File: src/rtl/vslc_stack_executor_if.sv
// Instruction byte stream and parameter-write strobe bundle for the VSLC
// stack executor. The master side presents instruction bytes and observes
// the parameter strobe; the slave side is the executor itself.
interface vslc_stack_executor_if;
   logic       instr_valid;
   logic [7:0] instr;
   logic       instr_ready;
   logic       param_we;
   logic [2:0] param_addr;
   logic [7:0] param_data;

   modport master (
      output instr_valid,
      output instr,
      input  instr_ready,
      input  param_we,
      input  param_addr,
      input  param_data
   );

   modport slave (
      input  instr_valid,
      input  instr,
      output instr_ready,
      output param_we,
      output param_addr,
      output param_data
   );
endinterface

File: src/rtl/vslc_stack_executor.sv
// vslc_stack_executor: one-bit-wide stack machine for PLC-style ladder
// programs. One instruction byte is consumed per accepted handshake; the
// input image is captured on scan_start. A parameter prefix byte either
// routes the following byte to the parameter strobe or discards it.
// Optional feature macro: VSLC_STACK_FLAGS_EN adds the sticky stack_fault
// output (overflow / operand underflow, cleared by rst or CLR).
module vslc_stack_executor #(
   parameter  int STACK_DEPTH = 8,
   parameter  int IO_WIDTH    = 8,
   parameter  int SFR_WIDTH   = 16,
   localparam int DEPTH_W     = $clog2(STACK_DEPTH + 1)
) (
   input  logic                    clk,
   input  logic                    rst,
   vslc_stack_executor_if.slave    bus,
   input  logic                    scan_start,
   input  logic [IO_WIDTH-1:0]     ui_in,
   input  logic [SFR_WIDTH-1:0]    sfr_in,
   output logic [IO_WIDTH-1:0]     uo_out,
   output logic [SFR_WIDTH-1:0]    sfr_out,
   output logic                    tos,
   output logic [DEPTH_W-1:0]      stack_depth
`ifdef VSLC_STACK_FLAGS_EN
   ,
   output logic                    stack_fault
`endif
);

   typedef enum logic [1:0] {ST_EXEC, ST_PLOAD, ST_PSKIP} state_t;

   state_t                 state_q, state_nx;
   logic                   ready_q;
   logic [STACK_DEPTH-1:0] stk_q, stk_nx;
   logic [DEPTH_W-1:0]     depth_q, depth_nx;
   logic [IO_WIDTH-1:0]    img_q, prev_q, uo_q;
   logic [SFR_WIDTH-1:0]   sfr_q;
   logic [2:0]             slot_q;
   logic                   pwe_q, pwe_nx;
   logic [2:0]             paddr_q, paddr_nx;
   logic [7:0]             pdata_q, pdata_nx;

   // Register files padded to the full encodable index range; out-of-range
   // reads see 0 and out-of-range writes fall off when truncated back.
   logic [7:0]             img_pad, prev_pad, uo_pad, uo_pad_nx;
   logic [15:0]            sfr_in_pad, sfr_pad, sfr_pad_nx;

   logic [7:0]             op;
   logic                   accept, exec_en, is_prefix;
   logic                   inc, dec, clr, set_all;
   logic [3:0]             tt;
   logic [1:0]             lidx;
   logic                   res, edge_bit;

   assign op         = bus.instr;
   assign accept     = bus.instr_valid && ready_q;
   assign exec_en    = accept && (state_q == ST_EXEC);
   assign is_prefix  = (op[7:4] == 4'b1110);

   assign img_pad    = 8'(img_q);
   assign prev_pad   = 8'(prev_q);
   assign uo_pad     = 8'(uo_q);
   assign sfr_in_pad = 16'(sfr_in);
   assign sfr_pad    = 16'(sfr_q);

   function automatic logic [STACK_DEPTH-1:0] f_push(input logic [STACK_DEPTH-1:0] s,
                                                     input logic b);
      return {s[STACK_DEPTH-2:0], b};
   endfunction

   function automatic logic [STACK_DEPTH-1:0] f_pop(input logic [STACK_DEPTH-1:0] s);
      return {1'b0, s[STACK_DEPTH-1:1]};
   endfunction

   // Register write rule: 01 copy, 10 set-if-tos, 11 clear-if-tos.
   function automatic logic f_wr(input logic [1:0] oo, input logic old, input logic t);
      logic v;
      case (oo)
         2'b01:   v = t;
         2'b10:   v = old | t;
         2'b11:   v = old & ~t;
         default: v = old;
      endcase
      return v;
   endfunction

   // FSM state register
   always_ff @(posedge clk or posedge rst) begin
      if (rst) state_q <= ST_EXEC;
      else     state_q <= state_nx;
   end

   // FSM next state: a prefix picks load or skip, the following byte returns to EXEC
   always_comb begin
      state_nx = state_q;
      if (accept) begin
         case (state_q)
            ST_EXEC: begin
               if (is_prefix) state_nx = (stk_q[0] == op[3]) ? ST_PLOAD : ST_PSKIP;
            end
            default: state_nx = ST_EXEC;
         endcase
      end
   end

   // FSM outputs: parameter strobe fields for the byte following a loading prefix
   always_comb begin
      pwe_nx   = accept && (state_q == ST_PLOAD);
      paddr_nx = pwe_nx ? slot_q : paddr_q;
      pdata_nx = pwe_nx ? op     : pdata_q;
   end

   // Instruction decode and execution of stack, register and depth updates
   always_comb begin
      stk_nx     = stk_q;
      uo_pad_nx  = uo_pad;
      sfr_pad_nx = sfr_pad;
      inc        = 1'b0;
      dec        = 1'b0;
      clr        = 1'b0;
      set_all    = 1'b0;
      tt         = op[3:0];
      lidx       = ~{stk_q[1], stk_q[0]};
      res        = tt[lidx];
      edge_bit   = (img_pad[op[2:0]] == ~op[4]) && (prev_pad[op[2:0]] == op[4]);
      if (exec_en) begin
         if (!op[7]) begin
            // op[6] selects SFR (0 1 oo ssss) over I/O (00 oo i rrr)
            if (op[5:4] == 2'b00) begin
               inc    = 1'b1;
               stk_nx = f_push(stk_q, op[6] ? sfr_in_pad[op[3:0]]
                                            : (op[3] ? uo_pad[op[2:0]] : img_pad[op[2:0]]));
            end else begin
               dec    = 1'b1;
               stk_nx = f_pop(stk_q);
               if (op[6]) sfr_pad_nx[op[3:0]] = f_wr(op[5:4], sfr_pad[op[3:0]], stk_q[0]);
               else       uo_pad_nx[op[2:0]]  = f_wr(op[5:4], uo_pad[op[2:0]], stk_q[0]);
            end
         end else if (!op[6]) begin
            case (op[5:4])
               2'b01: begin
                  dec    = 1'b1;
                  stk_nx = {1'b0, stk_q[STACK_DEPTH-1:2], res};
               end
               2'b11: begin
                  inc    = 1'b1;
                  stk_nx = f_push(stk_q, res);
               end
               default: stk_nx[0] = res;
            endcase
         end else if (!op[5]) begin
            inc    = 1'b1;
            stk_nx = f_push(stk_q, edge_bit);
         end else if (op[4]) begin
            case (op[3:0])
               4'h0: begin clr = 1'b1; stk_nx = '0; end
               4'h1: begin set_all = 1'b1; stk_nx = '1; end
               4'h2: stk_nx[1:0] = {stk_q[0], stk_q[1]};
               4'h3: stk_nx[2:0] = {stk_q[0], stk_q[2], stk_q[1]};
               4'h4: begin inc = 1'b1; stk_nx = f_push(stk_q, stk_q[0]); end
               4'h5: begin dec = 1'b1; stk_nx = f_pop(stk_q); end
               default: stk_nx = stk_q;
            endcase
         end
      end
      if (clr)                                             depth_nx = '0;
      else if (set_all)                                    depth_nx = DEPTH_W'(STACK_DEPTH);
      else if (inc && (depth_q != DEPTH_W'(STACK_DEPTH)))  depth_nx = depth_q + DEPTH_W'(1);
      else if (dec && (depth_q != '0))                     depth_nx = depth_q - DEPTH_W'(1);
      else                                                 depth_nx = depth_q;
   end

   // Datapath, image capture and strobe registers
   always_ff @(posedge clk or posedge rst) begin
      if (rst) begin
         ready_q <= 1'b0;
         stk_q   <= '0;
         depth_q <= '0;
         img_q   <= '0;
         prev_q  <= '0;
         uo_q    <= '0;
         sfr_q   <= '0;
         slot_q  <= '0;
         pwe_q   <= 1'b0;
         paddr_q <= '0;
         pdata_q <= '0;
      end else begin
         ready_q <= 1'b1;
         stk_q   <= stk_nx;
         depth_q <= depth_nx;
         uo_q    <= IO_WIDTH'(uo_pad_nx);
         sfr_q   <= SFR_WIDTH'(sfr_pad_nx);
         pwe_q   <= pwe_nx;
         paddr_q <= paddr_nx;
         pdata_q <= pdata_nx;
         if (exec_en && is_prefix) slot_q <= op[2:0];
         if (scan_start) begin
            img_q  <= ui_in;
            prev_q <= img_q;
         end
      end
   end

`ifdef VSLC_STACK_FLAGS_EN
   logic fault_q;

   // Operands each instruction expects to find on the stack.
   function automatic logic [1:0] f_need(input logic [7:0] b);
      logic [1:0] n;
      n = 2'd0;
      if (!b[7])                    n = (b[5:4] == 2'b00) ? 2'd0 : 2'd1;
      else if (!b[6])               n = 2'd2;
      else if (b[5:4] == 2'b11) begin
         case (b[3:0])
            4'h2:       n = 2'd2;
            4'h3:       n = 2'd3;
            4'h4, 4'h5: n = 2'd1;
            default:    n = 2'd0;
         endcase
      end
      return n;
   endfunction

   // Sticky fault: push into a full stack or too few operands; CLR clears it
   always_ff @(posedge clk or posedge rst) begin
      if (rst) begin
         fault_q <= 1'b0;
      end else if (exec_en) begin
         if (clr)
            fault_q <= 1'b0;
         else if ((inc && (depth_q == DEPTH_W'(STACK_DEPTH))) ||
                  (DEPTH_W'(f_need(op)) > depth_q))
            fault_q <= 1'b1;
      end
   end

   assign stack_fault = fault_q;
`endif

   assign bus.instr_ready = ready_q;
   assign bus.param_we    = pwe_q;
   assign bus.param_addr  = paddr_q;
   assign bus.param_data  = pdata_q;
   assign uo_out          = uo_q;
   assign sfr_out         = sfr_q;
   assign tos             = stk_q[0];
   assign stack_depth     = depth_q;

endmodule

File: src/flat_wrapper.sv
// flat-port wrapper written by rule: the top's interface ports become plain ports
module vslc_stack_executor_flat 
#(
   parameter  int STACK_DEPTH = 8,
   parameter  int IO_WIDTH    = 8,
   parameter  int SFR_WIDTH   = 16,
   localparam int DEPTH_W     = $clog2(STACK_DEPTH + 1)
)
  (clk, rst, scan_start, ui_in, sfr_in, uo_out, sfr_out, tos, stack_depth, bus_instr_valid, bus_instr, bus_instr_ready, bus_param_we, bus_param_addr, bus_param_data);
  vslc_stack_executor_if bus_i ();
  input  logic clk;
  input  logic rst;
  input  logic scan_start;
  input  logic [IO_WIDTH-1:0] ui_in;
  input  logic [SFR_WIDTH-1:0] sfr_in;
  output logic [IO_WIDTH-1:0] uo_out;
  output logic [SFR_WIDTH-1:0] sfr_out;
  output logic tos;
  output logic [DEPTH_W-1:0] stack_depth;
  input wire logic [$bits(bus_i.instr_valid)-1:0] bus_instr_valid;
  input wire logic [$bits(bus_i.instr)-1:0] bus_instr;
  output wire logic [$bits(bus_i.instr_ready)-1:0] bus_instr_ready;
  output wire logic [$bits(bus_i.param_we)-1:0] bus_param_we;
  output wire logic [$bits(bus_i.param_addr)-1:0] bus_param_addr;
  output wire logic [$bits(bus_i.param_data)-1:0] bus_param_data;
  assign bus_i.instr_valid = bus_instr_valid;
  assign bus_i.instr = bus_instr;
  assign bus_instr_ready = bus_i.instr_ready;
  assign bus_param_we = bus_i.param_we;
  assign bus_param_addr = bus_i.param_addr;
  assign bus_param_data = bus_i.param_data;
  vslc_stack_executor #(.STACK_DEPTH(STACK_DEPTH), .IO_WIDTH(IO_WIDTH), .SFR_WIDTH(SFR_WIDTH)) u_core (.clk(clk), .rst(rst), .bus(bus_i), .scan_start(scan_start), .ui_in(ui_in), .sfr_in(sfr_in), .uo_out(uo_out), .sfr_out(sfr_out), .tos(tos), .stack_depth(stack_depth));
endmodule
File: config.mk
export PLATFORM = sky130hd
export DESIGN_NAME = vslc_stack_executor_flat
export DESIGN_NICKNAME = d
export VERILOG_FILES = /design/src/rtl/vslc_stack_executor_if.sv /design/src/rtl/vslc_stack_executor.sv /design/src/flat_wrapper.sv
export SDC_FILE = /design/constraint.sdc
export NUM_CORES = 1
export LEC_CHECK = 0
export ABC_AREA = 1
export CAP_MARGIN = 20
export CORE_UTILIZATION = 31
export DETAILED_ROUTE_END_ITERATION = 7
export GPL_TIMING_DRIVEN = 0
export PLACE_DENSITY = 0.58
export SLEW_MARGIN = 20
export SYNTH_ARGS = -nofsm -noshare
export SYNTH_HDL_FRONTEND = slang
export SYNTH_SLANG_ARGS = --single-unit
File: constraint.sdc
create_clock -name clk -period 5.5 [get_ports clk]
set_clock_uncertainty 0.15 [all_clocks]
set_input_delay 0.55 -clock clk [delete_from_list [all_inputs] [get_ports clk]]
set_output_delay 0.55 -clock clk [all_outputs]
set_load 0.02 [all_outputs]
=== Word level (Yosys, flattened, before mapping) ===
Index checks and enable logic that the tools add are counted.
W data, S select, Z words.

* Register bits: 70
* Bits in latches: 0
* Bits in writable memories: 0
* Bits in read-only memories: 0
* Bits of input ports: 36
* Word-level logic and storage cells: 150
* Memories: 0

* Add/sub/neg operators: 2
* Multiply operators: 0
* Div/mod/pow operators: 0
* $lt $le $gt $ge: 5
* Equality and inequality tests: 22
* Shift operators: 0
* Muxes and demuxes: 74
* Bitwise logic cells: 10
* Reduce and logical (&&, ||, !) cells: 22

{| class="wikitable"
|+ Operator list
! operator !! number
|-
| $mux W1 || 46
|-
| $mux W8 || 5
|-
| $reduce_and A4 Y1 || 6
|-
| $pmux W5 S4 || 1
|-
| $bwmux W16 || 1
|-
| $mux W4 || 4
|-
| $pmux W7 S2 || 1
|-
| $ne A4 B4 Y1 const B || 3
|-
| $pmux W2 S5 || 1
|-
| $bmux W1 S3 || 3
|-
| $logic_and A1 B1 Y1 || 9
|-
| $bmux W1 S4 || 2
|-
| $bwmux W8 || 1
|-
| $eq A4 B2 Y1 const B || 2
|-
| $eq A4 B3 Y1 const B || 2
|-
| $ne A8 B3 Y1 const B || 1
|-
| $ne A8 B4 Y1 const B || 1
|-
| $reduce_bool A4 Y1 || 2
|-
| $ne A7 B3 Y1 const B || 1
|-
| $ne A7 B4 Y1 const B || 1
|-
| $mux W2 || 3
|-
| $pmux W1 S3 || 2
|-
| $lt A4 B5 Y1 const B || 1
|-
| $not A1 Y1 || 5
|-
| 24 further kinds || 31
|}

=== Logic depth before layout (Yosys ltp) ===
* Depth in word-level cells: 12
* Depth in mapped cells: 19
* Depth with buffers taken out: 18

=== Worst setup path after synthesis ===
Ideal clock, no wire load.

* Path kind: input port to flip-flop
* From: in bus_instr[0]
* To: reg u_core.depth_q[3], in the netlist u_core.stack_depth[3]
* Setup time: 0.118 ns
* Arrival: 2.428 ns
* Required time: 5.232 ns
* Slack: 2.804 ns
* Stages on the path: 16
* Cell sequence: buf_4 > nor2_2 > nand2_2 > inv_2 > nor2_1 > o21ai_1 > nand2_1 > ha_1 > a21oi_1 > nand2_1 > xor2_1 > nand3_1 > nand2_1 > nand2_1 > nand3_1 > nand2_1

* Cells in the longest elaborated chain, start to end: 11
* Elaborated cells between the ends (all ways): 34

{| class="wikitable"
|+ RTL lines
! element !! line !! RTL
|-
| start, declared || flat_wrapper.sv:21 || <nowiki>input wire logic [$bits(bus_i.instr)-1:0] bus_instr;</nowiki>
|-
| $eq A4 B3 Y1 || vslc_stack_executor.sv:154 || <nowiki>case (op[3:0])</nowiki>
|-
| $mux W1 || vslc_stack_executor.sv:154 ||
|-
| $mux W1 || vslc_stack_executor.sv:153 || <nowiki>end else if (op[4]) begin</nowiki>
|-
| $mux W1 || vslc_stack_executor.sv:150 || <nowiki>end else if (!op[5]) begin</nowiki>
|-
| $mux W1 || vslc_stack_executor.sv:138 || <nowiki>end else if (!op[6]) begin</nowiki>
|-
| $mux W1 || vslc_stack_executor.sv:126 || <nowiki>if (!op[7]) begin</nowiki>
|-
| $mux W1 || vslc_stack_executor.sv:125 || <nowiki>if (exec_en) begin</nowiki>
|-
| $logic_and A1 B1 Y1 || vslc_stack_executor.sv:167 || <nowiki>else if (inc && (depth_q != DEPTH_W'(STACK_DEPTH))) depth_nx = depth_q + DEPTH_W'(1);</nowiki>
|-
| $mux W4 || vslc_stack_executor.sv:167 ||
|-
| $mux W4 || vslc_stack_executor.sv:166 || <nowiki>else if (set_all) depth_nx = DEPTH_W'(STACK_DEPTH);</nowiki>
|-
| $mux W4 || vslc_stack_executor.sv:165 || <nowiki>if (clr) depth_nx = '0;</nowiki>
|-
| end signal, assigned || vslc_stack_executor.sv:189 || <nowiki>depth_q <= depth_nx;</nowiki>
|-
| end, declared || vslc_stack_executor.sv:34 || <nowiki>logic [DEPTH_W-1:0] depth_q, depth_nx;</nowiki>
|}

Parallel ways exist; a longest one is shown, timed or not.
A chain may end at the register's enable or synchronous reset.

=== Worst setup path after layout ===
* From: in bus_instr[1]
* To: reg u_core.depth_q[3], in the netlist u_core.stack_depth[3]

Same word-level chain as after synthesis.

==> results_dict.tcl <==
set metrics [dict create \
    ys_warn_count 0 \
    cts-htree-levels 3 \
    setup-tns-final_ps 0 \
    cts_tree "built" \
    gp_congestion 0.8648 \
    avgSynthCellArea_um2 6.905 \
    pwr-share-seq_pct 37.1 \
    row_count 41 \
    firstDrtPassIters 5 \
    ir_worst_vdd_mv 0.1614 \
    ys_types 37 \
    setup_viol 0 \
    drtAntennaViolNets 0 \
    num_vias 4201 \
    tightest_slew_ps 837.6 \
    die_area_mm2 0.01360 \
    drt_iter0_drc 271 \
    wl_per_cell_um 14.08 \
    pin_count 78 \
    setup_slack_ps 2284 \
    num_antenna_cells 0 \
    synth_flop_cell "dfrtp_1" \
    p_per_area_mw_per_mm2 341.7 \
    internal_power_uw 1199 \
    hpwlAfterDp_mm 9.106 \
    hold_buffers 0 \
    grt_use_met1_pct 26.01 \
    finalHoldViolations 0 \
    comb_power_share_pct 30.3 \
    dp_slack_ps 1971 \
    met2_usage_pct 30.77 \
    swShare_pct 34.71 \
    period_share_pct 58.47 \
    rsz0062_at_grt "false" \
    power.switching_uw 637.4 \
    finalWirelength_mm 12.03 \
    start_util_pct 32.02 \
    r2r_cells 14 \
    netlist_instances 590 \
    crit_end "u_core.stack_depth[3]" \
    grt_util_met3_pct 3.788 \
    grt_pass1_vias 4165 \
    finalCriticalPeriod_ps 3216 \
    maxCapViolations 0 \
    final_nets 716 \
    cp.arrival_ps 3300 \
    ys_seq_elements 70 \
    grt_pass1_wl_mm 20.22 \
    seq_area_frac_synth_pct 43.00 \
    synth_edf_count 0 \
    grt_start_max_net_pins 45 \
    post_cts_buffers 0 \
    crit_fanout 9 \
    ctsResizeCount 0 \
    clockBufferDepth 2 \
    r2r-end "u_core.stack_depth[3]" \
    coreArea_mm2 0.01272 \
    clk_latency_ps 340 \
    busiest_layer "met2" \
    status "finished clean" \
    die_w_um 116.6 \
    fillerInstances 1350 \
    path_clk_slew_ps 60 \
    synth_nets 629 \
    cp-start-kind "primary input" \
    r2r_start "u_core.bus.instr_ready" \
    numCtsBuffers 9 \
    pwr-share-clk_pct 32.6 \
    p_leak_uw 0.002568 \
    layout_commonest_cell "nand2_1" \
    worstSetupStartpoint "bus_instr[1]" \
    cts_sinks 70 \
    r2r_slack_ps 2730 \
    cts_root_buf "clkbuf_16" \
    grt_use_total_pct 19.28 \
    cp.required_ps 5580 \
    min_path_cells 2 \
    drc 0 \
    final_cell_mix "212 x nand2_1, 75 x clkdlybuf4s50_1, 70 x dfrtp_1, 57 x inv_1, 51 x nor2_1" \
    overflow 0 \
    portBuffers 75 \
    hp-class "flip-flop to flip-flop" \
    critical_path_class "primary input to flip-flop" \
    relSlewSlack_pct 43.57 \
    synthesis.area_mm2 0.004074 \
    synthArstFlopShare_pct 100.0 \
    antenna_found_initial 0 \
    final_max_slew_viol_count 0 \
    via_per_inst 4.919 \
    end_kind "flip-flop" \
    die_height_um 116.6 \
    fmax_ghz 0.3109 \
    drive_above_1_share_pct 6.452 \
    syn_to_final_growth_pct 31.94 \
]
==> final cells by class <==
type	count	area [um^2]	area share, %
buffer	16	72.57	1.350
tap	172	215.2	4.004
clock buffer	9	225.2	4.190
sequential	70	1752	32.59
clock inverter	7	80.08	1.490
inverter	70	265.3	4.935
multi-input combinational	434	1987	36.96
timing repair buffer	76	778.2	14.48
==> cells by family (layout without fill, tap and decap cells) <==
group                    after synthesis  in the layout  synth area share [%]
XOR/XNOR                               2              2                0.4301
flip-flops                            70             70                 43.00
adder cells (fa/ha/maj)                3              3                 1.106
AND/OR/NAND/NOR                      315            315                 31.36
AO/OA/AOI/OAI                        113            113                 15.79
buffers and inverters                 86            178                 8.231
other                                  1              1               0.09205
==> cell usage after synthesis (5+ instances only) <==
cell | n | area share (%)
nand2_1 | 212 | 20
clkbuf_1 | 10 | 0.92
inv_1 | 58 | 5.3
o21ai_1 | 18 | 2.2
nor3_1 | 17 | 2.1
nor2_1 | 51 | 4.7
inv_2 | 10 | 0.92
a22oi_1 | 10 | 1.8
a21oi_1 | 26 | 3.2
o21ai_0 | 42 | 5.2
nand3_1 | 21 | 2.6
o22ai_1 | 5 | 0.77
dfrtp_1 | 70 | 43
==> through the flow <==
| step | util, % | hold slack, ps | instance area, um^2 | power, uW | instances |
|---|---|---|---|---|---|
| after floorplan | - | 299.4 | 4074 | 1012 | 590 |
| after detailed placement | 39.85 | 316.4 | 5070 | 1247 | 838 |
| after CTS | 42.25 | 332.1 | 5375 | 1854 | 854 |
| after global routing | 42.25 | 344.2 | 5375 | 1956 | 854 |
| after global placement | 39.61 | 312.0 | 5040 | 1231 | 837 |
| final | 42.25 | 327.7 | 5375 | 1837 | 854 |
==> critical path, cell delays in order <==
cell and delay, ps:
clkdlybuf4s50_1 550, nor2_2 370, nand2_2 200, inv_2 130, nor2_1 50, o21ai_1 150, nand2_1 180, ha_1 390
nand3_1 90, nand2_1 80, xor2_1 210, nand3_1 100, nand2_1 80, nand2_1 50, nand3_1 60, nand2_1 50
==> sequential cells by signal, indices dropped and copies added (netlist names) <==
| signal | cells |
|---|---|
| u_core.sfr_out | 16 |
| u_core.state_q | 2 |
| u_core.bus.param_addr | 3 |
| u_core.uo_out | 8 |
| u_core.prev_pad | 8 |
| u_core.stk_q | 8 |
| u_core.bus.param_we | 1 |
| u_core.bus.param_data | 8 |
| u_core.img_pad | 8 |
| u_core.bus.instr_ready | 1 |
| u_core.slot_q | 3 |
| u_core.stack_depth | 4 |
==> per-layer routing <==
metal / wire length, um / part of all wire [%]
met4: 188 / 1.6
met3: 652 / 5.4
met5: 0 / 0
met2: 5445 / 45
met1: 5741 / 48
==> power groups by stage <==
stage,registers (uW),clock network [uW],logic (uW)
6_report,681,598,557
5_1_grt,694,638,623
4_1_cts,681,612,561
3_5_place_dp,688,0,559
3_3_place_gp,687,0,544
2_1_floorplan,740,0,272
==> how the worst min path moves through the flow <==
stage                                to                startpoint
3_5_place_dp   u_core.bus.param_addr[2]  u_core.bus.param_addr[2]
2_1_floorplan  u_core.bus.param_addr[0]          u_core.slot_q[0]
6_report       u_core.bus.param_addr[1]  u_core.bus.param_addr[1]
4_1_cts        u_core.bus.param_addr[2]  u_core.bus.param_addr[2]
3_3_place_gp   u_core.bus.param_addr[0]  u_core.bus.param_addr[0]
5_1_grt        u_core.bus.param_addr[2]  u_core.bus.param_addr[2]
Note: power is estimated with default switching activity, not from simulation.
